<file path="config.mk">
export PLATFORM = sky130hd
export DESIGN_NAME = reg_write_scoreboard
export DESIGN_NICKNAME = d
export VERILOG_FILES = /design/src/rtl/reg_write_scoreboard.sv
export SDC_FILE = /design/constraint.sdc
export NUM_CORES = 1
export LEC_CHECK = 0
export ABC_AREA = 1
export BUFFER_PORTS_ARGS = -buffer_cell sky130_fd_sc_hd__buf_2
export CORE_MARGIN = 3
export CORE_UTILIZATION = 60
export CTS_CLUSTER_DIAMETER = 50
export DETAILED_ROUTE_END_ITERATION = 16
export PLACE_DENSITY = 0.77
export SLEW_MARGIN = 20
export SYNTH_ARGS = -nofsm -noshare
export SYNTH_HDL_FRONTEND = slang
export SYNTH_SLANG_ARGS = --single-unit
</file>
<file path="constraint.sdc">
create_clock -name clk -period 8.61 [get_ports clk]
set_input_delay 1.722 -clock clk [delete_from_list [all_inputs] [get_ports clk]]
set_output_delay 1.722 -clock clk [all_outputs]
set_load 0.05 [all_outputs]
</file>
<file path="src/rtl/reg_write_scoreboard.sv">
// Pending-write scoreboard between ID and WB: one counter per architectural register,
// in-flight total, sticky underflow flag, and the issue freeze toward IF/ID.
module reg_write_scoreboard #(
  parameter int REG_ADDR_W = 4,
  parameter int CNT_W      = 2,
  parameter int TOT_W      = 5
) (
  input  logic                  clk,
  input  logic                  rst,
  input  logic                  issue_valid,
  input  logic                  issue_wb_en,
  input  logic [REG_ADDR_W-1:0] issue_dest,
  input  logic [REG_ADDR_W-1:0] src1,
  input  logic [REG_ADDR_W-1:0] src2,
  input  logic                  has_two_src,
  input  logic                  wb_valid,
  input  logic [REG_ADDR_W-1:0] wb_dest,
  input  logic                  squash_valid,
  input  logic [REG_ADDR_W-1:0] squash_dest,
  output logic                  hazard_detected,
  output logic                  issue_ready,
  output logic                  freeze,
  output logic [TOT_W-1:0]      inflight,
  output logic                  underflow_err
);

  localparam int NREG    = 2**REG_ADDR_W;
  localparam int CNT_MAX = 2**CNT_W - 1;
  localparam int TOT_MAX = 2**TOT_W - 1;
  localparam int SUM_RAW = $clog2(NREG * CNT_MAX + 1);
  // The exact total is kept internally so the exposed count saturates instead of wrapping.
  localparam int SUM_W   = (SUM_RAW > TOT_W) ? SUM_RAW : TOT_W;

  logic [CNT_W-1:0] cnt_q [NREG];
  logic [CNT_W-1:0] cnt_d [NREG];
  logic [SUM_W-1:0] sum_q, sum_d;
  logic [TOT_W-1:0] inflight_q, inflight_d;
  logic             underflow_q, underflow_d;

  logic             accept, inc, dec_wb, dec_sq, sq_same, uf_event;
  logic [CNT_W-1:0] sq_avail;

  always_comb begin
    hazard_detected = (cnt_q[src1] != '0) | (has_two_src & (cnt_q[src2] != '0));
    issue_ready     = ~issue_wb_en | (cnt_q[issue_dest] != CNT_W'(CNT_MAX));
    freeze          = issue_valid & (hazard_detected | ~issue_ready);
  end

  // WB claims a counter first; the squash only decrements what WB left behind.
  always_comb begin
    accept   = issue_valid & ~freeze;
    inc      = accept & issue_wb_en;
    dec_wb   = wb_valid & (cnt_q[wb_dest] != '0);
    sq_same  = dec_wb & (squash_dest == wb_dest);
    sq_avail = cnt_q[squash_dest] - CNT_W'(sq_same);
    dec_sq   = squash_valid & (sq_avail != '0);
    uf_event = (wb_valid & ~dec_wb) | (squash_valid & ~dec_sq);
  end

  // NOTE: every combinational output is assigned on every path (no default-less branches), so no latches.
  always_comb begin
    for (int r = 0; r < NREG; r++) begin
      cnt_d[r] = cnt_q[r]
               + CNT_W'(inc    && (issue_dest  == REG_ADDR_W'(r)))
               - CNT_W'(dec_wb && (wb_dest     == REG_ADDR_W'(r)))
               - CNT_W'(dec_sq && (squash_dest == REG_ADDR_W'(r)));
    end
    sum_d       = sum_q + SUM_W'(inc) - SUM_W'(dec_wb) - SUM_W'(dec_sq);
    inflight_d  = (sum_d > SUM_W'(TOT_MAX)) ? TOT_W'(TOT_MAX) : sum_d[TOT_W-1:0];
    underflow_d = underflow_q | uf_event;
  end

  // NOTE: state updates use non-blocking assignments so all registers sample the same pre-edge values.
  always_ff @(posedge clk) begin
    if (rst) begin
      // NOTE: the counter array must be reset; a stale count would be a phantom hazard after reset.
      for (int r = 0; r < NREG; r++) cnt_q[r] <= '0;
      sum_q       <= '0;
      inflight_q  <= '0;
      underflow_q <= 1'b0;
    end else begin
      for (int r = 0; r < NREG; r++) cnt_q[r] <= cnt_d[r];
      sum_q       <= sum_d;
      inflight_q  <= inflight_d;
      underflow_q <= underflow_d;
    end
  end

  assign inflight      = inflight_q;
  assign underflow_err = underflow_q;

endmodule

</file>
==> metrics.cfg <==
[run_status]
status=finished clean

[yosys]
ys_ff_latch=44
synth_warnings=0
synth_cell_types=27
synth_cells=626
synth-edff-count=0
synth_compound_area_share_pct=11.1
synth_nets=693
yosys.area_share.simple_pct=31.3
synth-main-ff-cell=dfxtp_1
synthAdderAreaFrac_pct=15.9
synthTopCellsByArea=dfxtp_1, nand2_1, inv_1
synthMuxAreaShare_pct=0
yosys.area.top_type_share_pct=22.0
synth_area_per_cell_um2=6.39
synth_xor_area_share_pct=7.45
synth.largest_area_cell=dfxtp_1
yosysSeqAreaShare_pct=22.0
synth_area_mm2=0.00400
async_flop_share_pct=0
synth_top_family_by_area=simple AND/OR/NAND/NOR gates

[routing]
dr.pass1.iters=5
drt_iter0_markers=412
drt_wl_total_mm=12.4
antenna_left=0
wl_per_cell_um=17.0
via_count=4125
viasPerCell=5.66
drc=0

[hold_path]
worstHoldPathType=reg2reg

[timing]
clock_skew_ns=0.0205
timing.hold.ws_ns=0.633
setup_slack_ns=3.25
setup_viol=0
slew_viol_final=0
fmax_ghz=0.187
period_share_pct=62.3
grt_setup_unrepaired=no
hold_viol=0
fin_crit_ns=5.36
fin_tns_setup_ns=0
max_slew.worst_pin.slew_ns=0.765
max-slew-margin-rel_pct=49.0

[floorplan]
die_w_um=87.6
coreArea_mm2=0.00639
die_y_um=87.6
placementRows=29
ios=36
initial_utilization_pct=62.6
die_area_mm2=0.00768

[placed_design]
port_buffers=35
place_hpwl_mm=10.1
placed_area_mm2=0.00419
gp_congestion=0.959
place_ws_ns=3.05

[cells_and_area]
fill_cells=630
final_util_pct=66.9
n_antenna_cell=0
layout.nets=719
syn_to_final_growth_pct=6.82
finalInstanceArea_mm2=0.00427
drive_above_1_share_pct=8.13

[worst_setup_path]
cpMaxStageDelayCell=fa_1
crit_path_frequent_cell=nand2_1
critPathMaxStageDelay_ns=0.44
crit_fanout=13
critPathKind=in2reg
crit_buf_inv=4
critPathTopFamily=adder cells
required_ns=8.83
startpoint_type=input pin
worstPathArrival_ns=5.58
end_kind=register
cp_cell_sequence=buf_2 -> inv_1 -> nor2_1 -> inv_1 -> o22ai_1 -> o21ai_0 -> nand2_1 -> nor2_1 -> nand2_1 -> nand2_1 -> nand2_1 -> fa_1 -> ha_1 -> ha_1 -> fa_1 -> nand2_1 -> nand2_1 -> a21oi_1 -> xor2_1 -> inv_1 -> a21oi_1

[power_and_ir_drop]
power.density_mw_per_mm2=143
p_leak_nw=2.17
irDropWorstVdd_mv=0.236

[cts]
cts_hold_buf=0
cts_tree=built
root_buffer=clkbuf_8
cts.sinks=44
clk_latency_ns=0.30
cts_buffer_depth=2
htreeDepth=2
cts_made_buffers=5
postCtsSetupBuffers=0
path_clk_slew_ns=0.10
postCtsResizedCells=0

[global_route]
grt_pass1_wl_mm=19.7
grt_use_total_pct=34.0
antenna_found_initial=0
grt_start_max_net_pins=45
grt_pass1_vias=3944
grt_overflow=0

[job]
drv_cap=0

-- flip-flops by register name, indices dropped and copies added, names as in the netlist --
| register | count |
|---|---|
| cnt_q | 32 |
| sum_q | 6 |
| inflight | 5 |
| underflow_err | 1 |
-- cells by family (layout without fill, tap and decap cells) --
kind of cell | Yosys count | count (layout)
buf+inv | 124 | 150
flops | 44 | 44
xor+xnor | 34 | 34
compound gates | 79 | 79
fa+ha+maj | 40 | 40
simple gates | 305 | 305
-- synthesized netlist by cell type (12+ instances only) --
cell     number
a21oi_1      19
dfxtp_1      44
fa_1         18
ha_1         22
inv_1       104
nand2_1     169
nand3_1      33
nand4_1      12
nor2_1       76
o21ai_0      31
o22ai_1      20
xor2_1       23
-- layer usage --
layer,vias to the layer above,GRT usage (%),part of all wire [%]
li1,2007,-,-
met1,1898,44.2,42
met2,189,56.4,47
met3,31,6.49,8.6
met4,0,11.4,2.6
met5,-,0,0
-- power by group --
group,switching (mW),total [mW],internal (mW)
combinational,0.171,0.242,0.0711
clock,0.0711,0.126,0.0551
sequential,0.0133,0.242,0.229
-- final timing paths --
kind / from / end / slack, ns / cells past startpoint
worst max-delay path: squash_dest[1] / inflight[0] / 3.25 / 21
worst min-delay path: underflow_err / underflow_err / 0.63 / 3
worst max register to register: cnt_q[4][0] / inflight[0] / 4.78 / 22
worst min register to register: underflow_err / underflow_err / 0.63 / 3
-- worst reg2reg max path: stages (launching register included) --
cell and delay [ns]:
dfxtp_1 0.39, inv_1 0.09, o21ai_0 0.15, nand2_1 0.11, nand2_1 0.07, nand2_1 0.04
nand2_1 0.12, nor2_1 0.05, nand2_1 0.11, nand3_1 0.08, nand2_1 0.09, nand2_1 0.25
nand2_1 0.23, fa_1 0.45, ha_1 0.20, ha_1 0.21, fa_1 0.40, nand2_1 0.09
nand2_1 0.05, a21oi_1 0.14, xor2_1 0.16, inv_1 0.12, a21oi_1 0.16
-- layout make-up --
cell class	instances	area (um^2)	area share (%)
Tap cell	77	96.3	2.26
Multi-Input combinational cell	458	2630	61.5
Sequential cell	44	881	20.6
Inverter	107	402	9.41
Clock inverter	2	12.5	0.293
Clock buffer	5	68.8	1.61
Timing Repair Buffer	36	183	4.28
-- per-stage QoR --
step | power (mW) | cells
after floorplan | 0.422 | 626
after global placement | 0.471 | 722
after detailed placement | 0.484 | 722
after CTS | 0.608 | 729
after global routing | 0.648 | 729
final | 0.610 | 729
-- layout by cell type, fill, tap and decap left out --
| cell type | n |
|---|---|
| nand2_1 | 169 |
| inv_1 | 104 |
| nor2_1 | 76 |
| dfxtp_1 | 44 |
| buf_2 | 35 |
| nand3_1 | 33 |
| o21ai_0 | 31 |
| xor2_1 | 23 |
| ha_1 | 22 |
| o22ai_1 | 20 |
| a21oi_1 | 19 |
| fa_1 | 18 |
| nand4_1 | 12 |
| xnor2_1 | 11 |
| o211ai_1 | 8 |
| nor3_1 | 6 |
| or2_2 | 6 |
| clkbuf_8 | 5 |
| inv_2 | 2 |
| nand2_2 | 1 |
| nor2_4 | 1 |
| clkinv_1 | 1 |
| nor4_1 | 1 |
| o21bai_1 | 1 |
| clkinvlp_4 | 1 |
| clkinv_2 | 1 |
| buf_4 | 1 |
Note: power is estimated with default switching activity, not from simulation.
